$ cat src/rtl/segasys1_prgdec_ctl.sv
// System 1 program-ROM decryptor configuration controller: routes decryption-table
// bytes from the download stream to the table RAMs and commits the decryption mode.
module segasys1_prgdec_ctl #(
  parameter logic [24:0] DECTBL_ADRS = 25'h2C100,
  parameter int unsigned THRESH      = 128,
  parameter int unsigned SETTLE      = 4
) (
  input  logic        clk,
  input  logic        RESET_N,
  input  logic        dl_active,
  input  logic        ROMEN,
  input  logic [24:0] ROMAD,
  input  logic [7:0]  ROMDT,
  output logic [6:0]  tbl_wa,
  output logic [7:0]  tbl_wd,
  output logic        tbl1_we,
  output logic        tbl2x_we,
  output logic        tbl2s_we,
  output logic [1:0]  dec_mode,
  output logic        cpu_hold,
  output logic        cfg_done
);

  typedef enum logic [2:0] {
    S_IDLE,
    S_LOAD,
    S_DECIDE,
    S_SETTLE,
    S_RUN
  } state_t;

  localparam logic [24:0] HALF1_ADRS  = DECTBL_ADRS + 25'd128;
  localparam logic [17:0] HALF0_PAGE  = DECTBL_ADRS[24:7];
  localparam logic [17:0] HALF1_PAGE  = HALF1_ADRS[24:7];
  localparam logic [15:0] THRESH_W    = 16'(THRESH);
  localparam logic [7:0]  SETTLE_W    = 8'(SETTLE);
  localparam logic [1:0]  MODE_BYPASS = 2'd0;
  localparam logic [1:0]  MODE_TYPE1  = 2'd1;
  localparam logic [1:0]  MODE_TYPE2  = 2'd2;

  state_t      state_q, state_d;
  logic        dl_q, dl_d;
  logic [15:0] run0_q, run0_d;
  logic [15:0] run2_q, run2_d;
  logic [7:0]  settle_q, settle_d;
  logic [1:0]  dec_mode_q, dec_mode_d;
  logic        cpu_hold_q, cpu_hold_d;
  logic        cfg_done_q, cfg_done_d;
  logic        tbl1_we_q, tbl1_we_d;
  logic        tbl2x_we_q, tbl2x_we_d;
  logic        tbl2s_we_q, tbl2s_we_d;
  logic [6:0]  tbl_wa_q, tbl_wa_d;
  logic [7:0]  tbl_wd_q, tbl_wd_d;

  logic in_tbl_space;
  logic hit_half0;
  logic hit_half1;

  assign in_tbl_space = (ROMAD >= DECTBL_ADRS);
  assign hit_half0    = (ROMAD[24:7] == HALF0_PAGE);
  assign hit_half1    = (ROMAD[24:7] == HALF1_PAGE);

  function automatic logic [15:0] sat_inc(input logic [15:0] v);
    return (v == 16'hFFFF) ? v : v + 16'd1;
  endfunction

  // The FSM acts on a registered copy of dl_active, so every state change lags
  // the sampled level by one clk while byte strobes are handled immediately.
  always_comb begin
    state_d    = state_q;
    dl_d       = dl_active;
    run0_d     = run0_q;
    run2_d     = run2_q;
    settle_d   = settle_q;
    dec_mode_d = dec_mode_q;
    cpu_hold_d = cpu_hold_q;
    cfg_done_d = cfg_done_q;
    tbl1_we_d  = 1'b0;
    tbl2x_we_d = 1'b0;
    tbl2s_we_d = 1'b0;
    tbl_wa_d   = tbl_wa_q;
    tbl_wd_d   = tbl_wd_q;

    case (state_q)
      S_IDLE: begin
        if (dl_q) begin
          state_d    = S_LOAD;
          run0_d     = 16'd0;
          run2_d     = 16'd0;
          cpu_hold_d = 1'b1;
        end
      end

      S_LOAD: begin
        if (ROMEN) begin
          if (in_tbl_space) begin
            run0_d = (ROMDT != 8'd0)  ? 16'd0 : sat_inc(run0_q);
            run2_d = (ROMDT >= 8'd24) ? 16'd0 : sat_inc(run2_q);
          end else begin
            run0_d = 16'd0;
            run2_d = 16'd0;
          end
          if (hit_half0) begin
            tbl1_we_d  = 1'b1;
            tbl2x_we_d = 1'b1;
          end else if (hit_half1) begin
            tbl2s_we_d = 1'b1;
          end
          if (hit_half0 || hit_half1) begin
            tbl_wa_d = ROMAD[6:0];
            tbl_wd_d = ROMDT;
          end
        end
        if (!dl_q) state_d = S_DECIDE;
      end

      S_DECIDE, S_SETTLE, S_RUN: begin
        if (dl_q) begin
          state_d    = S_LOAD;
          run0_d     = 16'd0;
          run2_d     = 16'd0;
          cpu_hold_d = 1'b1;
          cfg_done_d = 1'b0;
        end else if (state_q == S_DECIDE) begin
          if (run0_q >= THRESH_W)      dec_mode_d = MODE_BYPASS;
          else if (run2_q >= THRESH_W) dec_mode_d = MODE_TYPE2;
          else                         dec_mode_d = MODE_TYPE1;
          settle_d = SETTLE_W;
          state_d  = S_SETTLE;
        end else if (state_q == S_SETTLE) begin
          if (settle_q <= 8'd1) begin
            settle_d   = 8'd0;
            state_d    = S_RUN;
            cpu_hold_d = 1'b0;
            cfg_done_d = 1'b1;
          end else begin
            settle_d = settle_q - 8'd1;
          end
        end
      end

      default: state_d = S_IDLE;
    endcase
  end

  always_ff @(posedge clk) begin
    if (!RESET_N) begin
      state_q    <= S_IDLE;
      dl_q       <= 1'b0;
      run0_q     <= 16'd0;
      run2_q     <= 16'd0;
      settle_q   <= 8'd0;
      dec_mode_q <= MODE_TYPE1;
      cpu_hold_q <= 1'b1;
      cfg_done_q <= 1'b0;
      tbl1_we_q  <= 1'b0;
      tbl2x_we_q <= 1'b0;
      tbl2s_we_q <= 1'b0;
      tbl_wa_q   <= 7'd0;
      tbl_wd_q   <= 8'd0;
    end else begin
      state_q    <= state_d;
      dl_q       <= dl_d;
      run0_q     <= run0_d;
      run2_q     <= run2_d;
      settle_q   <= settle_d;
      dec_mode_q <= dec_mode_d;
      cpu_hold_q <= cpu_hold_d;
      cfg_done_q <= cfg_done_d;
      tbl1_we_q  <= tbl1_we_d;
      tbl2x_we_q <= tbl2x_we_d;
      tbl2s_we_q <= tbl2s_we_d;
      tbl_wa_q   <= tbl_wa_d;
      tbl_wd_q   <= tbl_wd_d;
    end
  end

  assign tbl_wa   = tbl_wa_q;
  assign tbl_wd   = tbl_wd_q;
  assign tbl1_we  = tbl1_we_q;
  assign tbl2x_we = tbl2x_we_q;
  assign tbl2s_we = tbl2s_we_q;
  assign dec_mode = dec_mode_q;
  assign cpu_hold = cpu_hold_q;
  assign cfg_done = cfg_done_q;

endmodule

$ cat config.mk
export PLATFORM = sky130hd
export DESIGN_NAME = segasys1_prgdec_ctl
export DESIGN_NICKNAME = d
export VERILOG_FILES = /design/src/rtl/segasys1_prgdec_ctl.sv
export SDC_FILE = /design/constraint.sdc
export NUM_CORES = 1
export LEC_CHECK = 0
export CAP_MARGIN = 25
export CORE_ASPECT_RATIO = 0.8
export CORE_MARGIN = 2
export CORE_UTILIZATION = 45
export CTS_CLUSTER_DIAMETER = 150
export DETAILED_ROUTE_END_ITERATION = 16
export PLACE_DENSITY_LB_ADDON = 0.3
export SLEW_MARGIN = 5
export SYNTH_ARGS = -nofsm -noshare
export SYNTH_HDL_FRONTEND = slang
export SYNTH_SLANG_ARGS = --single-unit
$ cat constraint.sdc
create_clock -name clk -period 2.8 [get_ports clk]
set_input_delay 0.42 -clock clk [delete_from_list [all_inputs] [get_ports clk]]
set_output_delay 0.42 -clock clk [all_outputs]
set_load 0.02 [all_outputs]
==> results of run 1 <==
report_power, final:
part | total (mW) | switching [mW] | internal (mW) | leakage (nW)
Sequential | 0.946 | 0.0125 | 0.933 | 0.524
Clock | 0.889 | 0.364 | 0.524 | 0.113
Combinational | 0.191 | 0.0989 | 0.0924 | 0.883
cells in the final DEF (no fill, tap or decap), types with 2 or more instances in the layout:
cell	instances
o21ai_0	30
a31o_2	3
a21oi_2	2
nor2_1	38
inv_1	18
a31oi_1	2
or3_1	8
and2_1	6
o31ai_1	3
or2_2	2
nand2_1	33
nand4_1	9
nor4_1	7
and3_1	4
clkbuf_8	10
clkinv_2	2
a32oi_1	2
xor2_1	2
a32o_1	2
a21o_1	13
clkdlybuf4s50_1	58
a211oi_1	2
bufinv_16	2
o21ai_1	10
nand3_1	19
mux2i_1	15
and4b_1	2
o21bai_1	2
buf_4	8
nor2b_1	5
ha_1	6
and4_1	5
nor3_1	28
dfxtp_1	65
xnor2_1	2
nor4_2	2
o41ai_2	2
a21oi_1	25
routing by layer:
layer	up-vias	share of wire	global-route usage
li1	1615	-	-
met1	1537	0.48	0.302
met2	90	0.46	0.345
met3	10	0.054	0.0740
met4	0	0.013	0.0767
met5	-	0	0
final cells by class:
class                           instances  area, um^2
Timing Repair Buffer                   66         641
Clock buffer                           11         141
Sequential cell                        65        1300
Inverter                               18        67.6
Fill cell                             676        3050
Multi-Input combinational cell        309        1900
Clock inverter                          5        78.8
Tap cell                               90         113
kinds of logic after synthesis:
group,count (synthesis),share of synthesized area
xor gates and xnor gates,4,0.0105
and+or+nand+nor,176,0.281
muxes,16,0.0492
buffers and inverters,32,0.0410
adders and majority gates,6,0.0225
DFF,65,0.391
AOI/OAI and AO/OA,107,0.204
metrics by stage:
step | hold WS, ns | cells | utilization
3_5_place_dp | 0.457 | 548 | 0.552
5_1_grt | 0.505 | 564 | 0.582
3_3_place_gp | 0.449 | 548 | 0.552
6_report | 0.458 | 564 | 0.582
2_1_floorplan | 0.449 | 406 | -
4_1_cts | 0.467 | 564 | 0.582
flip-flops by register name, summed over array words and instances (netlist names), 2 cells and up:
signal / cells
state_q: 3
run2_q: 16
tbl_wd: 8
dec_mode: 2
tbl_wa: 7
run0_q: 16
settle_q: 8
path summary, 6_finish.rpt:
path	start	endpoint	slack, ns
min	cfg_done$_SDFFE_PN0P_	cfg_done$_SDFFE_PN0P_	0.46
max reg2reg	run2_q[0]$_SDFFE_PN0P_	run2_q[6]$_SDFFE_PN0P_	0.48
min reg2reg	cfg_done$_SDFFE_PN0P_	cfg_done$_SDFFE_PN0P_	0.46
max	run2_q[0]$_SDFFE_PN0P_	run2_q[6]$_SDFFE_PN0P_	0.48
worst min-delay path: stages (launching register included):
cell     delay (ns)
dfxtp_1        0.31
inv_1          0.05
a21oi_1        0.05
==> metrics.cfg, run 1 <==
[status]
status = finished clean

[synthesis]
synth_flop_cell = dfxtp_1
syn_area_um2 = 3330
asyncSetResetFlopFracSynth = 0
netlist_top_cells_area = dfxtp_1 (39%), mux2i_1 (4.5%), o21ai_0 (4.5%)
ys_ff_latch = 65
yosysTopAreaCell = dfxtp_1
synthDominantCellAreaShare = 0.391
synthDistinctLibCells = 53
synthTopCellsByCount = dfxtp_1 (65), nor2_1 (38), nand2_1 (33)
synth-edff-count = 0
ys_warn_count = 0
syn_nets = 449
synthCells = 406
ys_seq_area_frac = 0.391
synth.avg_cell_area_um2 = 8.20
yosys.cell_count.top_type = dfxtp_1

[drt]
via_per_inst = 5.77
wl_per_cell_um = 15.3
drc_errors = 0
wl_mm = 8.61
vias = 3252
dr.pass1.iters = 5
postRouteAntennaNets = 0
drtIter0Drc = 245

[cts]
clockBufferDepth = 2
ctsHtreeMaxLevel = 3
post_cts_buffers = 0
cts_resized = 0
clock-sinks = 65
clk-insertion-delay-late_ns = 0.35
cts_hold_buffers = 0
clk_pin_slew_ns = 0.07
cts_root_buffer = clkbuf_8
tritoncts = done
numCtsBuffers = 9

[worst_setup_path]
critPathLaunchType = flip-flop
critPathKind = reg -> reg
cp_slowest_cell = nor4_2
r2r_cells = 7
slowest_delay_ns = 0.56
cp_cell_sequence = ha_1 > nand3_2 > nor4_2 > and3_1 > a31o_2 > o21ai_1 > o41ai_1
path_buf_inv = 0
crit_arrival_ns = 2.56
cp.depth = 7
critPathMaxFanout = 13
setup.worst_path.end_class = flip-flop
path_delay_family = simple AND/OR/NAND/NOR gates
crit_required_ns = 3.04

[timing]
max_freq_mhz = 431
fin_skew_ns = 0.0107
slew-limit-headroom = 0.531
fin_tns_setup_ns = 0
worstMarginPinSlew_ns = 0.697
setup_viol = 0
maxSlewViolCount = 0
final_hold_viol_count = 0
final.setup.worst_slack_ns = 0.479
period_needed_ns = 2.32
post-route-period-util = 0.829
rsz0062_at_grt = no

[floorplanning]
dieArea_um2 = 8110
die_y_um = 80.9
core_um2 = 7290
ios = 59
die_x_um = 100
rows = 28
start_util = 0.457

[placed_design]
place_ws_ns = 0.178
io_buffers = 58
gp_congestion = 0.843
place_area_um2 = 4020
place_hpwl_mm = 6.32

[pwr]
power.leakage_nw = 1.52
vdd.ir_drop.worst_uv = 309
power_density_nw_per_um2 = 478
finalPower_mw = 2.03

[final_layout]
diodes = 0
syn2layout_area_growth_pct = 27.3
nNetsFinal = 512
drive_above_1_share = 0.0865
fin_area_um2 = 4240

[grt]
grt_pass1_wl_mm = 14.5
antenna_found_initial = 0
overflow = 0
grt_usage = 0.226
grt_max_degree = 21
grt_pass1_vias = 3028

[worst_hold_path]
hold_depth = 2
min_path_type = reg -> reg

[job]
max_cap_violations = 0

Note: power is estimated with default switching activity, not from simulation.
==> run 2: changes to the inputs <==
clock period = 2.25 ns   (was 2.8 ns; I/O delays follow)
==> run 2 against run 1 <==
Compared with the run above: count of clock-buffer cells in the layout unchanged; utilization increased by 2.6 points; die area unchanged; via count increased by 1.5%; routed wire length increased by 4.3%; critical path depth unchanged; cell area increased by 4.5%; hold slack improved by 0.0048 ns; worst setup slack got worse by 0.36 ns; first-iteration DRC count decreased by 19%; highest routed layer unchanged.
==> metrics.cfg, run 2 (synthesis results as in run 1) <==
[status]
status = finished clean

[cts]
clockBufferDepth = 2  ; unchanged
post_cts_buffers = 0  ; unchanged
clock-sinks = 65  ; unchanged
numCtsBuffers = 9  ; unchanged
clk_pin_slew_ns = 0.08  ; about the same
cts_root_buffer = clkbuf_8
tritoncts = done
ctsHtreeMaxLevel = 3  ; unchanged
clk-insertion-delay-late_ns = 0.35  ; about the same

[timing]
maxSlewViolCount = 0  ; unchanged
period_needed_ns = 2.13
final.setup.worst_slack_ns = 0.117  ; -0.362 ns
max_freq_mhz = 469
slew-limit-headroom = 0.592  ; +0.0607
setup_viol = 0  ; unchanged
final_hold_viol_count = 0  ; unchanged
worstMarginPinSlew_ns = 0.610  ; -0.0868 ns
rsz0062_at_grt = no
post-route-period-util = 0.948
fin_skew_ns = 0.0127  ; +0.00202 ns

[placed_design]
io_buffers = 58  ; unchanged
place_ws_ns = -0.199  ; -0.378 ns
dp_cells = 573  ; +4.6%
place_hpwl_mm = 6.51  ; +3.1%
gp_congestion = 0.853  ; +1.2%

[worst_hold_path]
min_path_type = reg -> reg
min_from = cfg_done$_SDFFE_PN0P_

[worst_setup_path]
critPathLaunch = ROMAD[9]
path_buf_inv = 1  ; +1
setup.worst_path.end_class = flip-flop
critPathMaxFanout = 6  ; -7
cp_cell_sequence = clkdlybuf4s50_1 > nor4_1 > nand3b_1 > a32o_1 > a31o_2 > a31o_2 > a21o_1
path_delay_family = compound AO/OA/AOI/OAI gates
critPathLaunchType = primary input
critPathKind = in -> reg
crit_arrival_ns = 2.38  ; -0.18 ns
cp_slowest_cell = nor4_1
reg2reg_from = run2_q[0]$_SDFFE_PN0P_
crit_required_ns = 2.50  ; -0.54 ns
slowest_delay_ns = 0.40  ; -0.16 ns
crit_path_frequent_cell = a31o_2

[floorplanning]
core_um2 = 7290  ; unchanged
start_util = 0.457  ; unchanged
dieArea_um2 = 8110  ; unchanged
ios = 59  ; unchanged
rows = 28  ; unchanged
die_y_um = 80.9  ; unchanged
die_x_um = 100  ; unchanged

[grt]
grt_max_degree = 21  ; unchanged
use_met3 = 0.0482  ; -0.0258
overflow = 0  ; unchanged
grt_pass1_vias = 3068  ; +1.3%
grtUsageMet1 = 0.308  ; +0.00626
met2_usage = 0.364  ; +0.0188
busiest_layer = met2
antenna_found_initial = 0  ; unchanged
grt_usage = 0.228  ; +0.00228
grt_pass1_wl_mm = 14.7  ; +1.6%

[drt]
wl_mm = 8.98  ; +4.3%
postRouteAntennaNets = 0  ; unchanged
drtIter0Drc = 198  ; -19%
drc_errors = 0  ; unchanged
dr.pass1.iters = 4  ; -1
vias = 3300  ; +1.5%
via_per_inst = 5.60  ; -2.8%
wl_per_cell_um = 15.2  ; about the same

[final_layout]
drive_above_1_share = 0.130  ; +0.0438
largest_registers = run0_q: 16 flops, run2_q: 16 flops
syn2layout_area_growth_pct = 33.0
fin_cells = 589  ; +4.4%
nNetsFinal = 537  ; +4.9%
final_cell_mix = dfxtp_1 (65), clkdlybuf4s50_1 (58), nor2_1 (38)
diodes = 0  ; unchanged
fillers = 644  ; -4.7%
layout_commonest_cell = dfxtp_1
post-route-util = 0.608  ; +0.0259

[pwr]
power.leakage_nw = 1.64  ; +7.6%
finalPower_mw = 2.43  ; +20%
vdd.ir_drop.worst_uv = 255  ; -18%
power_density_nw_per_um2 = 549  ; +15%

[job]
max_cap_violations = 0  ; unchanged

-- run 2: layer usage --
| layer | routed length (um) | part of all wire |
|---|---|---|
| met5 | 0 | 0 |
| met4 | 126 | 0.014 |
| met1 | 4380 | 0.49 |
| met3 | 401 | 0.045 |
| met2 | 4080 | 0.45 |
-- run 2: timing repair --
action	in CTS	in global routing
hold buffers	0	0
gates resized for setup	0	1
setup endpoints to repair	0	10
-- run 2: worst paths after layout --
| check | end | slack (ns) | cells past startpoint |
|---|---|---|---|
| max | run0_q[13]$_SDFFE_PN0P_ | 0.12 | 7 |
| max reg2reg | run2_q[14]$_SDFFE_PN0P_ | 0.22 | 7 |
| min reg2reg | cfg_done$_SDFFE_PN0P_ | 0.46 | 2 |
| min | cfg_done$_SDFFE_PN0P_ | 0.46 | 2 |
-- run 2: layout make-up --
cell class | count | area [um^2] | share of cell area
repair buffers | 91 | 853 | 0.193
clock inverters | 5 | 56.3 | 0.0127
multi-input cells | 309 | 1910 | 0.430
well taps | 90 | 113 | 0.0254
inverters | 18 | 67.6 | 0.0153
flip-flops and latches | 65 | 1300 | 0.294
clock buffers | 11 | 131 | 0.0297
-- run 2: power by group --
part | leakage, nW | internal (mW) | switching [mW]
registers | 0.524 | 1.16 | 0.0142
clock network | 0.0933 | 0.510 | 0.471
logic | 1.02 | 0.144 | 0.131
-- run 2: stage by stage --
| stage | instance area [um^2] | TNS, ns | hold WS [ns] |
|---|---|---|---|
| after floorplan | 3330 | 0 | 0.410 |
| after global placement | 4230 | -2.29 | 0.449 |
| after detailed placement | 4230 | -3.93 | 0.459 |
| after CTS | 4420 | 0 | 0.470 |
| after global routing | 4430 | 0 | 0.493 |
| final | 4430 | 0 | 0.463 |
-- run 2: worst min-delay path: stages, from the launching register on --
cell     delay (ns)
dfxtp_1        0.32
inv_1          0.05
a21oi_1        0.05
